`src/rtl/dl_pkg.sv`:
```
// Shared types and constants for the ROM/config download controller.
package dl_pkg;

   typedef enum logic [2:0] {
      IDLE,
      ROM,
      ROM_PEND,
      CFG,
      HOLD
   } dl_state_t;

   localparam logic [7:0]  IDX_ROM    = 8'd0;
   localparam logic [7:0]  IDX_MOD    = 8'd1;
   localparam logic [7:0]  IDX_DIP    = 8'd254;
   localparam logic [63:0] SW_DEFAULT = 64'hFFFF_FFFF_FFFF_FFFF;

   localparam int unsigned CNT_W = 17;
   localparam logic [CNT_W-1:0] CNT_MAX = '1;

   // Byte counter increment that sticks at all-ones.
   function automatic logic [CNT_W-1:0] sat_inc(input logic [CNT_W-1:0] v);
      return (v == CNT_MAX) ? v : v + CNT_W'(1);
   endfunction

endpackage

```
`src/rtl/dl_hold_timer.sv`:
```
// Core-reset hold timer: busy stays high for exactly len cycles after the start edge.
module dl_hold_timer #(
   parameter int unsigned W = 10
) (
   input  logic         CLK,
   input  logic         start,
   input  logic [W-1:0] len,
   output logic         busy
);

   logic [W-1:0] cnt;

   always_ff @(posedge CLK) begin
      if (start) begin
         cnt  <= len;
         busy <= (len != '0);
      end else if (busy) begin
         cnt  <= cnt - W'(1);
         busy <= (cnt != W'(1));
      end
   end

endmodule

```
`src/rtl/dl_ctrl.sv`:
```
// Loader-to-ROM download controller with DIP/variant capture and core reset hold.
// Optional build macro DL_CHECKSUM_EN enables the rom_sum byte checksum.
module dl_ctrl
   import dl_pkg::*;
#(
   parameter logic [16:0] ROM_LEN     = 17'h10000,
   parameter int unsigned HOLD_CYCLES = 1024
) (
   input  logic        CLK,
   input  logic        RESET,
   input  logic        ioctl_download,
   input  logic        ioctl_wr,
   input  logic [7:0]  ioctl_index,
   input  logic [24:0] ioctl_addr,
   input  logic [7:0]  ioctl_dout,
   output logic        ioctl_wait,
   output logic [15:0] dn_addr,
   output logic [7:0]  dn_data,
   output logic        dn_wr,
   input  logic        dn_ready,
   output logic [7:0]  mod,
   output logic [63:0] sw,
   output logic        core_reset,
   output logic        rom_ok,
   output logic        proto_err,
   output logic [15:0] rom_sum
);

   localparam int unsigned HOLD_W = (HOLD_CYCLES > 1) ? $clog2(HOLD_CYCLES) : 1;
   // The FSM samples the registered busy flag, which adds the final hold cycle.
   localparam logic [HOLD_W-1:0] HOLD_LEN = HOLD_W'(HOLD_CYCLES - 1);

   dl_state_t        state;
   logic             dl_q;
   logic [CNT_W-1:0] byte_cnt;
   logic             hold_busy;

   logic             dl_rise_c;
   logic             rom_wr_c;
   logic             accept_c;
   logic             done_c;
   logic             hold_start_c;
   logic [CNT_W-1:0] cnt_inc_c;

   assign dl_rise_c    = ioctl_download & ~dl_q;
   assign rom_wr_c     = ioctl_wr && (ioctl_index == IDX_ROM) && (ioctl_addr < 25'(ROM_LEN));
   assign accept_c     = (state == ROM_PEND) && dn_ready;
   assign done_c       = ((state == ROM) || accept_c) && !ioctl_download;
   assign hold_start_c = RESET | done_c;
   assign cnt_inc_c    = sat_inc(byte_cnt);

   dl_hold_timer #(.W(HOLD_W)) u_hold (
      .CLK   (CLK),
      .start (hold_start_c),
      .len   (HOLD_LEN),
      .busy  (hold_busy)
   );

   always_ff @(posedge CLK) begin
      dl_q <= ioctl_download;
      if (RESET) begin
         state      <= HOLD;
         dn_wr      <= 1'b0;
         ioctl_wait <= 1'b0;
         dn_addr    <= '0;
         dn_data    <= '0;
         byte_cnt   <= '0;
         mod        <= '0;
         sw         <= SW_DEFAULT;
         core_reset <= 1'b1;
         rom_ok     <= 1'b0;
         proto_err  <= 1'b0;
      end else begin
         case (state)
            IDLE, HOLD: begin
               if (dl_rise_c) begin
                  if (ioctl_index == IDX_ROM) begin
                     state      <= ROM;
                     byte_cnt   <= '0;
                     core_reset <= 1'b1;
                  end else begin
                     state      <= CFG;
                     core_reset <= 1'b0;
                  end
               end else if ((state == HOLD) && !hold_busy) begin
                  state      <= IDLE;
                  core_reset <= 1'b0;
               end
            end
            ROM: begin
               if (!ioctl_download) begin
                  state  <= HOLD;
                  rom_ok <= (byte_cnt == ROM_LEN);
               end else if (rom_wr_c) begin
                  dn_addr    <= ioctl_addr[15:0];
                  dn_data    <= ioctl_dout;
                  dn_wr      <= 1'b1;
                  ioctl_wait <= 1'b1;
                  state      <= ROM_PEND;
               end
            end
            ROM_PEND: begin
               // A strobe while stalled is dropped; the pending write stays intact.
               if (ioctl_wr) begin
                  proto_err <= 1'b1;
               end
               if (dn_ready) begin
                  byte_cnt   <= cnt_inc_c;
                  dn_wr      <= 1'b0;
                  ioctl_wait <= 1'b0;
                  if (!ioctl_download) begin
                     state  <= HOLD;
                     rom_ok <= (cnt_inc_c == ROM_LEN);
                  end else begin
                     state <= ROM;
                  end
               end
            end
            CFG: begin
               if (!ioctl_download) begin
                  state <= IDLE;
               end else if (ioctl_wr) begin
                  if (ioctl_index == IDX_MOD) begin
                     mod <= ioctl_dout;
                  end else if ((ioctl_index == IDX_DIP) && (ioctl_addr[24:3] == '0)) begin
                     sw[{ioctl_addr[2:0], 3'b000} +: 8] <= ioctl_dout;
                  end
               end
            end
            default: begin
               state      <= IDLE;
               core_reset <= 1'b0;
            end
         endcase
      end
   end

`ifdef DL_CHECKSUM_EN
   logic        rom_start_c;
   logic [15:0] sum_q;

   assign rom_start_c = ((state == IDLE) || (state == HOLD)) && dl_rise_c && (ioctl_index == IDX_ROM);

   // Running sum of bytes accepted by the ROM side, wrapping at 16 bits.
   always_ff @(posedge CLK) begin
      if (RESET || rom_start_c) begin
         sum_q <= '0;
      end else if (accept_c) begin
         sum_q <= sum_q + 16'(dn_data);
      end
   end

   assign rom_sum = sum_q;
`else
   assign rom_sum = '0;
`endif

endmodule

```
`config.mk`:
```
export PLATFORM = sky130hd
export DESIGN_NAME = dl_ctrl
export DESIGN_NICKNAME = d
export VERILOG_FILES = /design/src/rtl/dl_pkg.sv /design/src/rtl/dl_hold_timer.sv /design/src/rtl/dl_ctrl.sv
export SDC_FILE = /design/constraint.sdc
export NUM_CORES = 1
export LEC_CHECK = 0
export BUFFER_PORTS_ARGS = -buffer_cell sky130_fd_sc_hd__buf_2
export CORE_ASPECT_RATIO = 1.4
export CORE_UTILIZATION = 55
export DETAILED_ROUTE_END_ITERATION = 10
export HOLD_SLACK_MARGIN = 0.03
export PLACE_DENSITY_LB_ADDON = 0.15
export SLEW_MARGIN = 30
export SYNTH_ARGS = -nofsm -noshare
export SYNTH_HDL_FRONTEND = slang
export SYNTH_SLANG_ARGS = --single-unit
export TNS_END_PERCENT = 30
```
`constraint.sdc`:
```
create_clock -name CLK -period 6.2 [get_ports CLK]
set_clock_uncertainty 0.1 [all_clocks]
set_input_delay 1.86 -clock CLK [delete_from_list [all_inputs] [get_ports CLK]]
set_output_delay 1.86 -clock CLK [all_outputs]
set_load 0.05 [all_outputs]
```
=== After elaboration in Yosys (flattened, before gate mapping) ===
Index checks and enable logic that the tools add are counted.

* Add/sub/neg operators: 3
* Order comparisons: 1
* Equal/unequal tests: 20
* Shift operators: 2
* Multiplexer cells: 28
* Bitwise operators: 5
* Reduce and logical (&&, ||, !) cells: 25

{| class="wikitable"
|+ Operator list
! operator !! count
|-
| $mux W17 || 4
|-
| $bwmux W64 || 1
|-
| $shift A8 B8 Y64 const A || 1
|-
| $shiftx A8 B8 Y64 || 1
|-
| $eq A17 B17 Y1 const B || 3
|-
| $pmux W17 S2 || 1
|-
| $lt A25 B17 Y1 const B || 1
|-
| $logic_not A22 Y1 || 1
|-
| $mux W3 || 7
|-
| $reduce_and A4 Y1 || 5
|-
| $add A17 B1 Y17 const B || 1
|-
| $ne A2 B2 Y1 const B || 8
|-
| $pmux W3 S4 || 1
|-
| $mux W1 || 10
|-
| $ne A10 B1 Y1 const B || 1
|-
| $sub A10 B1 Y10 const B || 1
|-
| $eq A8 B1 Y1 const B || 1
|-
| $eq A8 B8 Y1 const B || 1
|-
| $logic_not A8 Y1 || 1
|-
| $neg A6 Y8 || 1
|-
| $eq A3 B2 Y1 const B || 2
|-
| $logic_and A1 B1 Y1 || 6
|-
| $ne A3 B3 Y1 const B || 2
|-
| $pmux W1 S2 || 3
|-
| other kinds (15) || 20
|}

* Register bits after elaboration: 132
* Input port bits: 46
* Output and inout port bits: 117
* Logic and storage cells: 97

=== Depth between registers and ports, before layout ===
Gate-level depths: netlist of run 1.

* Word-level depth: 6
* Gate-level depth with buffers: 10
* Mapped depth without buffers: 8

=== By module ===
From an unflattened synthesis of run 1, not the netlist that was laid out.

* Cell total of the unflattened synthesis: 666
* Area total of the unflattened synthesis: 6341.1 um^2

{| class="wikitable"
|+ By module, submodules not included
! module !! times used !! cells each !! area an instance (um^2) !! sequential area each (um^2)
|-
| dl_ctrl || 1 || 601 || 5693.0 || 2422.3
|-
| dl_hold_timer || 1 || 65 || 648.1 || 320.3
|}

=== Worst setup path before layout of run 1 ===
OpenSTA, ideal clock, no wires.

* Kind: input port to flip-flop
* Start point: input port ioctl_addr[8]
* End point: register sw[63]
* Setup time: 0.120 ns
* Arrival time: 3.995 ns
* Required time: 5.980 ns
* Path slack: 1.986 ns
* Stages: 7
* Buffers on the path: 1
* Path through: or4_1 > or4_4 > nor4_2 > nand2b_1 > or3_1 > buf_2 > a211o_1

* Word-level cells in the longest chain between the ends: 3

{| class="wikitable"
|+ RTL lines
! element !! RTL line !! RTL
|-
| from (decl) || dl_ctrl.sv:14 || <nowiki>input logic [24:0] ioctl_addr,</nowiki>
|-
| $logic_not A22 Y1 || dl_ctrl.sv:125 || <nowiki>end else if ((ioctl_index == IDX_DIP) && (ioctl_addr[24:3] == '0)) begin</nowiki>
|-
| $logic_and A1 B1 Y1 || dl_ctrl.sv:125 ||
|-
| $reduce_and A5 Y1 (no source line) || n/a ||
|-
| to (signal, indexed assignment) || dl_ctrl.sv:126 || <nowiki>sw[{ioctl_addr[2:0], 3'b000} +: 8] <= ioctl_dout;</nowiki>
|-
| to (decl) || dl_ctrl.sv:22 || <nowiki>output logic [63:0] sw,</nowiki>
|}

No other way between the ends.
A chain may end at the register's enable or synchronous reset.

=== Worst setup path after layout of run 1 ===
* Start point: input port ioctl_addr[8]
* End point: register sw[36]

The elaborated chain is that of the path after synthesis.

==> out/summary.txt, run 1 <==
crit path capture type -> flop
Inserted Clock Buffers -> 17
CTS tree -> built
count of different cell masters after synthesis -> 56
placed insts -> 903
setup TNS -> 0 ns
Total Wirelength -> 15.7 mm
Row Count -> 43
R2R depth -> 7
Core Region -> 10,100 µm²
Post-DRT Antenna Nets -> 0
Reg area -> 2640 µm²
clock sink count -> 132
Yosys reg bits -> 132
Routability Congestion -> 0.900
vias in the first global route -> 4,986
WL per Instance -> 16.8 µm
Initial Util -> 57.5%
via/cell ratio -> 5.67
RR Endpoint -> rom_ok
fin crit period -> 4.24 ns
setup slack, reg-to-reg -> 3.24 ns
Hold WC Path Type -> flop to flop
Total Nets Final -> 838
drt pass-1 iters -> 5
worst skew pair latency -> 0.41 ns
initial detailed-routing violation count -> 260
leakage -> 0.00309 µW
initial antenna violation count -> 0
asr flop ratio synth -> 0%
Post-synth EDFFs -> 0
Reg-to-Reg Start -> byte_cnt[8]
Cell Area, Synth -> 5780 µm²
syn avg cell area -> 8.76 µm²
Pins Over Slew Limit -> 0
Non-Filler Instances -> 935
classification of the worst setup path -> input pin to flop
Hold Path End -> sw[12]
most used flip-flop cell after synthesis -> dfxtp_1
CP Max Fanout -> 14
hold path cells -> 1
first-pass GRT wire length -> 24.1 mm
commonest non-fill, non-tap cells in the layout -> 146 x buf_2, 132 x dfxtp_1, 79 x nand2_1, 73 x nor2_1, 53 x mux2i_1
IO Port Bufs -> 146
register area share after synthesis -> 45.7%
Critical Path AT -> 4.41 ns
worst path required time -> 6.37 ns
die area -> 10,900 µm²
post-DP HPWL -> 11.2 mm
share of cells above drive strength 1 -> 24.3%
GRT overflow -> 0
CTS clock-pin slew for the worst setup and hold paths -> 0.06 ns
Tcrit/Tclk final -> 68.4%
largest net degree at the start of global routing -> 64
I/O pins -> 163
worst rel slew slack -> 37.8%
Resize count post-CTS -> 0
Vias -> 5,305
final setup violation count -> 0
detailed-route DRC error count -> 0
worst vdd ir -> 0.208 mV
diodes inserted -> 0
worst slew pin tran -> 0.928 ns
status -> finished clean
fmax -> 0.236 GHz
area grow syn2layout -> 23.4%
yosys synthesis warning count -> 0
PD cells -> 287 nW/µm²
area of the multi-input gates -> 2850 µm²
CTS max path bufs -> 2
die width -> 88.6 µm
Post-CTS Hold Fix Bufs -> 0
htree depth -> 4
CTS Root Cell -> clkbuf_16
final hold viol count -> 0
FILL cells -> 803
Die Ht -> 123 µm
worst hold start -> sw[12]
total of max-cap violations -> 0
Post-CTS Setup Inserts -> 0
commonest non-fill, non-tap cell in the layout -> buf_2
post-synthesis cell count -> 660
RSZ-0062 raised after global routing -> false
GR Util All Layers -> 29.1%
startpoint types -> input pin
-- Yosys cell counts, types with 2 or more instances --
| library cell | count | area [µm²] |
|---|---|---|
| a31oi_1 | 4 | 25.0 |
| nand3b_1 | 2 | 15.0 |
| a2bb2oi_1 | 2 | 17.5 |
| xor2_1 | 2 | 17.5 |
| nand2_1 | 79 | 297 |
| nand2b_1 | 7 | 43.8 |
| buf_4 | 17 | 128 |
| inv_1 | 17 | 63.8 |
| nand3_1 | 26 | 130 |
| and3_1 | 6 | 37.5 |
| ha_1 | 5 | 62.6 |
| clkbuf_1 | 35 | 131 |
| nor4_2 | 3 | 37.5 |
| or3_1 | 4 | 25.0 |
| nor2b_1 | 9 | 56.3 |
| nor2_1 | 74 | 278 |
| xnor2_1 | 14 | 123 |
| nor4_1 | 9 | 56.3 |
| nand4b_1 | 2 | 17.5 |
| o21ai_0 | 19 | 95.1 |
| nor3_1 | 23 | 115 |
| o211ai_1 | 24 | 180 |
| a211o_1 | 18 | 158 |
| and2_1 | 3 | 18.8 |
| a211oi_1 | 6 | 45.0 |
| a22oi_1 | 2 | 15.0 |
| nand4_1 | 4 | 25.0 |
| a21oi_1 | 20 | 100 |
| nor2_2 | 2 | 12.5 |
| mux2i_1 | 53 | 531 |
| o21a_1 | 3 | 22.5 |
| buf_2 | 5 | 25.0 |
| dfxtp_1 | 132 | 2640 |
| a311oi_1 | 2 | 17.5 |
| or4_1 | 6 | 45.0 |
-- cell families after synthesis --
kind of cell    share of synthesized area, %
xor+xnor                                2.42
flops                                   45.7
mux                                     9.18
compound gates                          13.0
simple gates                            22.5
fa+ha+maj                               1.08
buf+inv                                 6.08
other cells                           0.0649
-- registers in the layout, summed over array words and instances (netlist names) --
| signal | flops |
|---|---|
| byte_cnt | 17 |
| core_reset | 1 |
| mod | 8 |
| rom_ok | 1 |
| dn_addr | 16 |
| dl_q | 1 |
| dn_wr | 1 |
| state | 3 |
| sw | 64 |
| u_hold.busy | 1 |
| u_hold.cnt | 10 |
| dn_data | 8 |
| proto_err | 1 |
-- layer usage --
| layer | GRT usage (%) | routed length, µm | share of wire [%] | vias to the layer above |
|---|---|---|---|---|
| met5 | 0 | 0 | 0 | - |
| met4 | 14.9 | 526 | 3.3 | 0 |
| met3 | 7.68 | 829 | 5.3 | 47 |
| met2 | 50.9 | 8170 | 52 | 204 |
| met1 | 31.8 | 6220 | 39 | 2497 |
| li1 | - | - | - | 2557 |
-- worst max path at each step --
stage             startpoint     end  slack (ns)  cells past startpoint
6_report       ioctl_addr[8]  sw[36]        1.96                      8
5_1_grt        ioctl_addr[8]  sw[33]        1.84                      8
4_1_cts        ioctl_addr[8]  sw[36]        2.00                      8
3_5_place_dp   ioctl_addr[8]  sw[23]        1.60                      8
3_3_place_gp   ioctl_addr[8]  sw[33]        1.66                      8
2_1_floorplan  ioctl_addr[8]  sw[63]        1.99                      7
-- layout make-up --
| class | instances | share of cell area (%) |
|---|---|---|
| clock buffers | 21 | 6.46 |
| clock inverters | 11 | 2.46 |
| inverters | 17 | 0.895 |
| multi-input cells | 468 | 40.0 |
| flip-flops and latches | 132 | 37.0 |
| well taps | 135 | 2.37 |
| repair buffers | 151 | 10.8 |
-- power by group --
group          internal (µW)  switching (µW)
Sequential               854            6.90
Clock                    697             369
Combinational           30.3            90.1
Total                   1580             466
-- critical path, stage by stage --
cell and delay (ns):
buf_2 0.10, or4_1 0.53, or4_4 0.53, nor4_2 0.35, and2_1 0.27, nand3b_1 0.42
nand2_1 0.23, o211ai_1 0.12
-- stage by stage --
step                utilization [%]  cell area (µm²)  power, µW  hold slack, ns  worst slack [ns]
floorplan                         -             5840        964           0.351              1.99
CTS                            70.9             7130       2050           0.362              2.00
global placement               64.5             6490        994           0.342              1.66
global route                   70.9             7130       2100           0.384              1.84
finish                         70.9             7130       2050           0.356              1.96
detailed placement             64.6             6490        997           0.350              1.60
(Power assumes the default switching activity.)
==> run 2, diff against run 1 <==
--- a/config.mk
+++ b/config.mk
@@ -7,7 +7,7 @@
 export LEC_CHECK = 0
 export BUFFER_PORTS_ARGS = -buffer_cell sky130_fd_sc_hd__buf_2
 export CORE_ASPECT_RATIO = 1.4
-export CORE_UTILIZATION = 55
+export CORE_UTILIZATION = 52
 export DETAILED_ROUTE_END_ITERATION = 10
 export HOLD_SLACK_MARGIN = 0.03
 export PLACE_DENSITY_LB_ADDON = 0.15
==> constraint.sdc (replaced) <==
create_clock -name CLK -period 4.4 [get_ports CLK]
set_clock_uncertainty 0.1 [all_clocks]
set_input_delay 1.32 -clock CLK [delete_from_list [all_inputs] [get_ports CLK]]
set_output_delay 1.32 -clock CLK [all_outputs]
set_load 0.05 [all_outputs]
==> run 2 against run 1 <==
Cell area fell by 0.56%. Clock power rose by 24%. Die area rose by 5.7%. Cell count rose by 0.96%. Sequential share of layout area rose by 0.21 points. Clock-buffer cell count fell by 3. Sequential power rose by 41%. Register-to-register slack got worse by 1.9 ns. Via count fell by 2.2%. Worst hold slack improved by 0.0057 ns. Worst setup slack got worse by 1.1 ns. Global-route usage fell by 3.2 points. Critical path type unchanged. Largest cell class unchanged. Highest routed layer unchanged.
==> out/summary.txt, run 2 (synthesis gave the netlist of run 1 again) <==
R2R depth -> 8 (was 7)
commonest non-fill, non-tap cell in the layout -> buf_2 (unchanged)
Vias -> 5,187 (was 5,305)
vias in the first global route -> 4,826 (was 4,986)
Hold WC Path Type -> flop to flop (unchanged)
via/cell ratio -> 5.49 (was 5.67)
Routability Congestion -> 0.862 (was 0.900)
diodes inserted -> 0 (unchanged)
Critical Path AT -> 3.75 ns (was 4.41 ns)
area grow syn2layout -> 22.7% (was 23.4%)
classification of the worst setup path -> input pin to flop (unchanged)
Row Count -> 45 (was 43)
worst slew pin tran -> 0.960 ns (was 0.928 ns)
htree depth -> 4 (unchanged)
CTS clock-pin slew for the worst setup and hold paths -> 0.06 ns (about the same)
first-pass GRT wire length -> 23.6 mm (was 24.1 mm)
setup slack, reg-to-reg -> 1.30 ns (was 3.24 ns)
area of the multi-input gates -> 2850 µm² (about the same)
Reg area -> 2640 µm² (unchanged)
CTS tree -> built (unchanged)
post-DP HPWL -> 10.8 mm (was 11.2 mm)
hold path cells -> 1 (unchanged)
critical-path cell with the highest stage delay -> or4_1 (unchanged)
biggest regs -> sw: 64 flops, byte_cnt: 17 flops, dn_addr: 16 flops (unchanged)
Total Nets Final -> 841 (was 838)
CTS Root Cell -> clkbuf_16 (unchanged)
setup TNS -> 0 ns (unchanged)
Initial Util -> 53.5% (was 57.5%)
worst skew pair latency -> 0.41 ns (about the same)
worst rel slew slack -> 35.6% (was 37.8%)
Inserted Clock Buffers -> 17 (unchanged)
die width -> 91.1 µm (was 88.6 µm)
die area -> 11,500 µm² (was 10,900 µm²)
Post-CTS Hold Fix Bufs -> 0 (unchanged)
Die Ht -> 127 µm (was 123 µm)
GRT overflow -> 0 (unchanged)
Pins Over Slew Limit -> 0 (unchanged)
Top reg by flops -> sw (unchanged)
Post-DRT Antenna Nets -> 0 (unchanged)
commonest non-fill, non-tap cells in the layout -> 145 x buf_2, 132 x dfxtp_1, 79 x nand2_1, 74 x nor2_1, 53 x mux2i_1 (was 146 x buf_2, 132 x dfxtp_1, 79 x nand2_1, 73 x nor2_1, 53 x mux2i_1)
Total Wirelength -> 14.9 mm (was 15.7 mm)
final hold viol count -> 0 (unchanged)
FILL cells -> 946 (was 803)
clock sink count -> 132 (unchanged)
share of cells above drive strength 1 -> 24.5% (was 24.3%)
initial antenna violation count -> 0 (unchanged)
Resize count post-CTS -> 0 (unchanged)
initial detailed-routing violation count -> 201 (was 260)
detailed-route DRC error count -> 0 (unchanged)
I/O pins -> 163 (unchanged)
status -> finished clean (unchanged)
worst vdd ir -> 0.259 mV (was 0.208 mV)
Post-CTS Setup Inserts -> 0 (unchanged)
slowest stage delay, CP -> 0.52 ns (was 0.53 ns)
largest net degree at the start of global routing -> 56 (was 64)
final setup violation count -> 0 (unchanged)
leakage -> 0.00307 µW (was 0.00309 µW)
total of max-cap violations -> 0 (unchanged)
worst hold slack -> 0.362 ns (was 0.356 ns)
worst path required time -> 4.58 ns (was 6.37 ns)
WL per Instance -> 15.7 µm (was 16.8 µm)
drt pass-1 iters -> 5 (unchanged)
startpoint types -> input pin (unchanged)
crit path capture type -> flop (unchanged)
IO Port Bufs -> 146 (unchanged)
Core Region -> 10,800 µm² (was 10,100 µm²)
fmax -> 0.280 GHz
fin crit period -> 3.57 ns
CTS max path bufs -> 2 (unchanged)
Tcrit/Tclk final -> 81.2%
CP Max Fanout -> 10 (was 14)
max reg flops -> 64 (unchanged)
GR Util All Layers -> 25.9% (was 29.1%)
RSZ-0062 raised after global routing -> false (unchanged)
cells along the critical path -> buf_2 > or4_1 > or4_4 > nor4_2 > nand2b_1 > nor2_2 > mux2i_1 > nand2_1 (was buf_2 > or4_1 > or4_4 > nor4_2 > and2_1 > nand3b_1 > nand2_1 > o211ai_1)
PD cells -> 383 nW/µm² (was 287 nW/µm²)
==> run 2: path summary, 6_finish.rpt <==
check	start	end
setup / recovery	ioctl_addr[8]	sw[46]
hold reg to reg	sw[15]	sw[15]
setup reg to reg	byte_cnt[0]	rom_ok
hold / removal	sw[15]	sw[15]
==> run 2: metal layers <==
layer	up-vias	routed length (µm)	global-route usage, %	share of wire [%]
li1	2548	-	-	-
met4	0	388	12.2	2.6
met5	-	0	0	0
met1	2447	5990	29.2	40
met3	31	689	6.41	4.6
met2	161	7800	45.7	52
==> run 2: stage by stage <==
| stage | total power [µW] | area [µm²] | worst slack (ns) | std cells | utilization, % |
|---|---|---|---|---|---|
| 2_1_floorplan | 1360 | 5840 | 0.726 | 675 | - |
| 3_3_place_gp | 1400 | 6520 | 0.474 | 912 | 60.3 |
| 3_5_place_dp | 1400 | 6520 | 0.395 | 912 | 60.3 |
| 4_1_cts | 2740 | 7090 | 0.823 | 944 | 65.6 |
| 5_1_grt | 2810 | 7090 | 0.685 | 944 | 65.6 |
| 6_report | 2710 | 7090 | 0.828 | 944 | 65.6 |
==> run 2: layout make-up <==
cell class | instances | share of cell area [%]
Clock inverter | 14 | 1.83
Inverter | 17 | 0.900
Timing Repair Buffer | 154 | 11.2
Sequential cell | 132 | 37.3
Clock buffer | 18 | 6.19
Multi-Input combinational cell | 468 | 40.1
Tap cell | 141 | 2.49
==> run 2: worst max-delay path, delay by kind of cell <==
kind / cells / cell delay (ns)
muxes: 1 / 0.26
buffers and inverters: 1 / 0.10
and+or+nand+nor: 6 / 2.07
==> run 2: power breakdown <==
group | leakage [µW] | internal (µW) | switching, µW
Sequential | 0.00107 | 1200 | 9.67
Clock | 0.000265 | 795 | 539
Combinational | 0.00173 | 43.4 | 123
Total | 0.00307 | 2040 | 672
==> run 3, diff against run 2 <==
--- a/config.mk
+++ b/config.mk
@@ -7,7 +7,7 @@
 export LEC_CHECK = 0
 export BUFFER_PORTS_ARGS = -buffer_cell sky130_fd_sc_hd__buf_2
 export CORE_ASPECT_RATIO = 1.4
-export CORE_UTILIZATION = 52
+export CORE_UTILIZATION = 47
 export DETAILED_ROUTE_END_ITERATION = 10
 export HOLD_SLACK_MARGIN = 0.03
 export PLACE_DENSITY_LB_ADDON = 0.15
==> constraint.sdc (replaced) <==
create_clock -name CLK -period 2.9 [get_ports CLK]
set_clock_uncertainty 0.1 [all_clocks]
set_input_delay 0.87 -clock CLK [delete_from_list [all_inputs] [get_ports CLK]]
set_output_delay 0.87 -clock CLK [all_outputs]
set_load 0.05 [all_outputs]
==> run 3 against run 2 <==
The flow now finishes with violations (setup timing). Flip-flop and latch count unchanged. Clock power increased by 59%. Die area increased by 10%. Worst hold slack improved by 0.0020 ns. Sequential power increased by 52%. Largest cell class unchanged. Largest power group unchanged.
==> out/summary.txt, run 3 (synthesis gave the netlist of run 1 again) <==
crit path capture type -> flop (unchanged)
worst path required time -> 3.07 ns (was 4.58 ns)
first-pass GRT wire length -> 25.5 mm (was 23.6 mm)
cells along the critical path -> buf_2 > or4_4 > or4_4 > nor4_4 > nand2b_1 > buf_6 > nor2_4 > buf_12 > mux2i_1 > nand2_1 (was buf_2 > or4_1 > or4_4 > nor4_2 > nand2b_1 > nor2_2 > mux2i_1 > nand2_1)
die width -> 95.7 µm (was 91.1 µm)
GR Util All Layers -> 26.0% (was 25.9%)
Total Wirelength -> 16.5 mm (was 14.9 mm)
CTS tree -> built (unchanged)
Inserted Clock Buffers -> 17 (unchanged)
slowest stage delay, CP -> 0.52 ns (about the same)
Pins Over Slew Limit -> 0 (unchanged)
drt pass-1 iters -> 4 (was 5)
fmax -> 0.343 GHz
switching fraction of total power -> 26.3% (was 24.7%)
clock sink count -> 132 (unchanged)
Row Count -> 47 (was 45)
area grow syn2layout -> 29.8% (was 22.7%)
Routability Congestion -> 0.965 (was 0.862)
CP Max Fanout -> 9 (was 10)
worst rel slew slack -> 62.5% (was 35.6%)
critical-path cell with the highest stage delay -> or4_4 (was or4_1)
Internal Power -> 3130 µW (was 2040 µW)
initial detailed-routing violation count -> 195 (was 201)
Total Nets Final -> 879 (was 841)
NetSw -> 1110 µW (was 672 µW)
detailed-route DRC error count -> 0 (unchanged)
RR Endpoint -> rom_ok (unchanged)
setup slack, reg-to-reg -> 0.20 ns (was 1.30 ns)
worst vdd ir -> 0.396 mV (was 0.259 mV)
R2R depth -> 8 (unchanged)
CTS clock-pin slew for the worst setup and hold paths -> 0.06 ns (about the same)
commonest non-fill, non-tap cells in the layout -> 145 x buf_2, 132 x dfxtp_1, 79 x nand2_1, 74 x nor2_1, 53 x mux2i_1 (unchanged)
leakage -> 0.00330 µW (was 0.00307 µW)
classification of the worst setup path -> input pin to flop (unchanged)
worst slew pin tran -> 0.562 ns (was 0.960 ns)
I/O pins -> 163 (unchanged)
Bufs and invs on worst path -> 3 (was 1)
Clock Power Share -> 50.0% (was 49.2%)
commonest non-fill, non-tap cell in the layout -> buf_2 (unchanged)
final setup violation count -> 1 (was 0)
Reg-to-Reg Start -> byte_cnt[1] (was byte_cnt[0])
IO Port Bufs -> 146 (unchanged)
startpoint types -> input pin (unchanged)
total of max-cap violations -> 0 (unchanged)
Top reg by flops -> sw (unchanged)
Hold WC Path Type -> flop to flop (unchanged)
worst hold slack -> 0.364 ns (was 0.362 ns)
GRT overflow -> 0 (unchanged)
RSZ-0062 raised after global routing -> true (was false)
biggest regs -> sw: 64 flops, byte_cnt: 17 flops, dn_addr: 16 flops (unchanged)
share of cells above drive strength 1 -> 28.4% (was 24.5%)
CTS max path bufs -> 2 (unchanged)
worst hold start -> sw[46] (was sw[15])
Vias -> 5,361 (was 5,187)
initial antenna violation count -> 1 (was 0)
worst skew pair latency -> 0.41 ns (about the same)
WL per Instance -> 16.7 µm (was 15.7 µm)
CP most frequent cell -> or4_4
htree depth -> 4 (unchanged)
Critical Path AT -> 3.09 ns (was 3.75 ns)
diodes inserted -> 0 (unchanged)
violated checks -> setup timing
Levels on crit path -> 10 (was 8)
post-DP HPWL -> 12.1 mm (was 10.8 mm)
Largest delay share family, worst path -> simple AND/OR/NAND/NOR gates (unchanged)
setup slack at placement -> -0.528 ns (was 0.395 ns)
Core Region -> 11,900 µm² (was 10,800 µm²)
max reg flops -> 64 (unchanged)
Post-DRT Antenna Nets -> 0 (unchanged)
combinational power share -> 6.7% (was 6.1%)
vias in the first global route -> 5,190 (was 4,826)
final worst slack -> -0.0182 ns (was 0.828 ns)
Initial Util -> 48.7% (was 53.5%)
final hold viol count -> 0 (unchanged)
Sequential Power Share -> 43.3% (was 44.7%)
Hold Path End -> sw[46] (was sw[15])
Post-CTS Hold Fix Bufs -> 0 (unchanged)
die area -> 12,800 µm² (was 11,500 µm²)
status -> complete, but fails checks (was finished clean)
fin crit period -> 2.92 ns
PD cells -> 565 nW/µm² (was 383 nW/µm²)
via/cell ratio -> 5.43 (was 5.49)
largest net degree at the start of global routing -> 50 (was 56)
hold path cells -> 2 (was 1)
CTS Root Cell -> clkbuf_16 (unchanged)
Die Ht -> 133 µm (was 127 µm)
Tcrit/Tclk final -> 101%
==> run 3: cell count changes in the layout (fill, tap and decap cells not counted), moves of 3 or more <==
cell        before  now
inv_6            2    6
buf_4            9   41
clkinvlp_4       5    2
buf_12           0    4
inv_8            0    3
==> run 3: worst max-delay path by stage <==
stage | start | end | slack (ns)
after floorplan | ioctl_addr[4] | sw[63] | -0.26
after global placement | ioctl_addr[4] | sw[14] | -0.46
after detailed placement | ioctl_addr[4] | sw[45] | -0.53
after CTS | ioctl_addr[4] | sw[9] | 0.01
after global routing | ioctl_addr[8] | sw[45] | -0.08
final | ioctl_addr[8] | sw[45] | -0.02
==> run 3: final cells by class <==
type | instances | area (µm²)
well taps | 147 | 184
clock inverters | 15 | 165
multi-input cells | 468 | 2890
flip-flops and latches | 132 | 2640
clock buffers | 17 | 425
fillers | 1060 | 4370
inverters | 17 | 63.8
repair buffers | 192 | 1140
==> run 3: stage by stage <==
| step | util (%) | std cells | setup TNS, ns | area (µm²) | power (µW) |
|---|---|---|---|---|---|
| finish | 63.2 | 988 | -0.0182 | 7500 | 4240 |
| global route | 63.2 | 988 | -0.720 | 7500 | 4380 |
| CTS | 62.7 | 984 | 0 | 7440 | 4270 |
| detailed placement | 57.6 | 952 | -25.36 | 6840 | 2150 |
| global placement | 57.6 | 952 | -22.80 | 6840 | 2150 |
| floorplan | - | 675 | -8.38 | 5850 | 2060 |
==> run 3: power groups by stage <==
stage / clock network, µW / logic [µW] / registers, µW
final: 2120 / 285 / 1840
after global routing: 2240 / 306 / 1840
after CTS: 2150 / 280 / 1840
after detailed placement: 0 / 279 / 1880
after global placement: 0 / 274 / 1880
after floorplan: 0 / 179 / 1880
==> run 3: worst min-delay path: stages (launching register included) <==
cell and delay, ns:
dfxtp_1 0.32, mux2i_1 0.06, nand2_1 0.06
==> run 3: repair_timing <==
item                       in CTS  in global routing
pin swaps                       0                  1
resized for setup               2                  8
setup endpoints to repair      31                 33
setup buffers                   0                  4
==> run 3: routing by layer <==
layer	vias up	global-route usage, %	part of all wire (%)
li1	2629	-	-
met1	2545	27.5	39
met2	145	47.2	53
met3	40	6.85	4.9
met4	2	11.4	3.3
met5	-	0	0.079
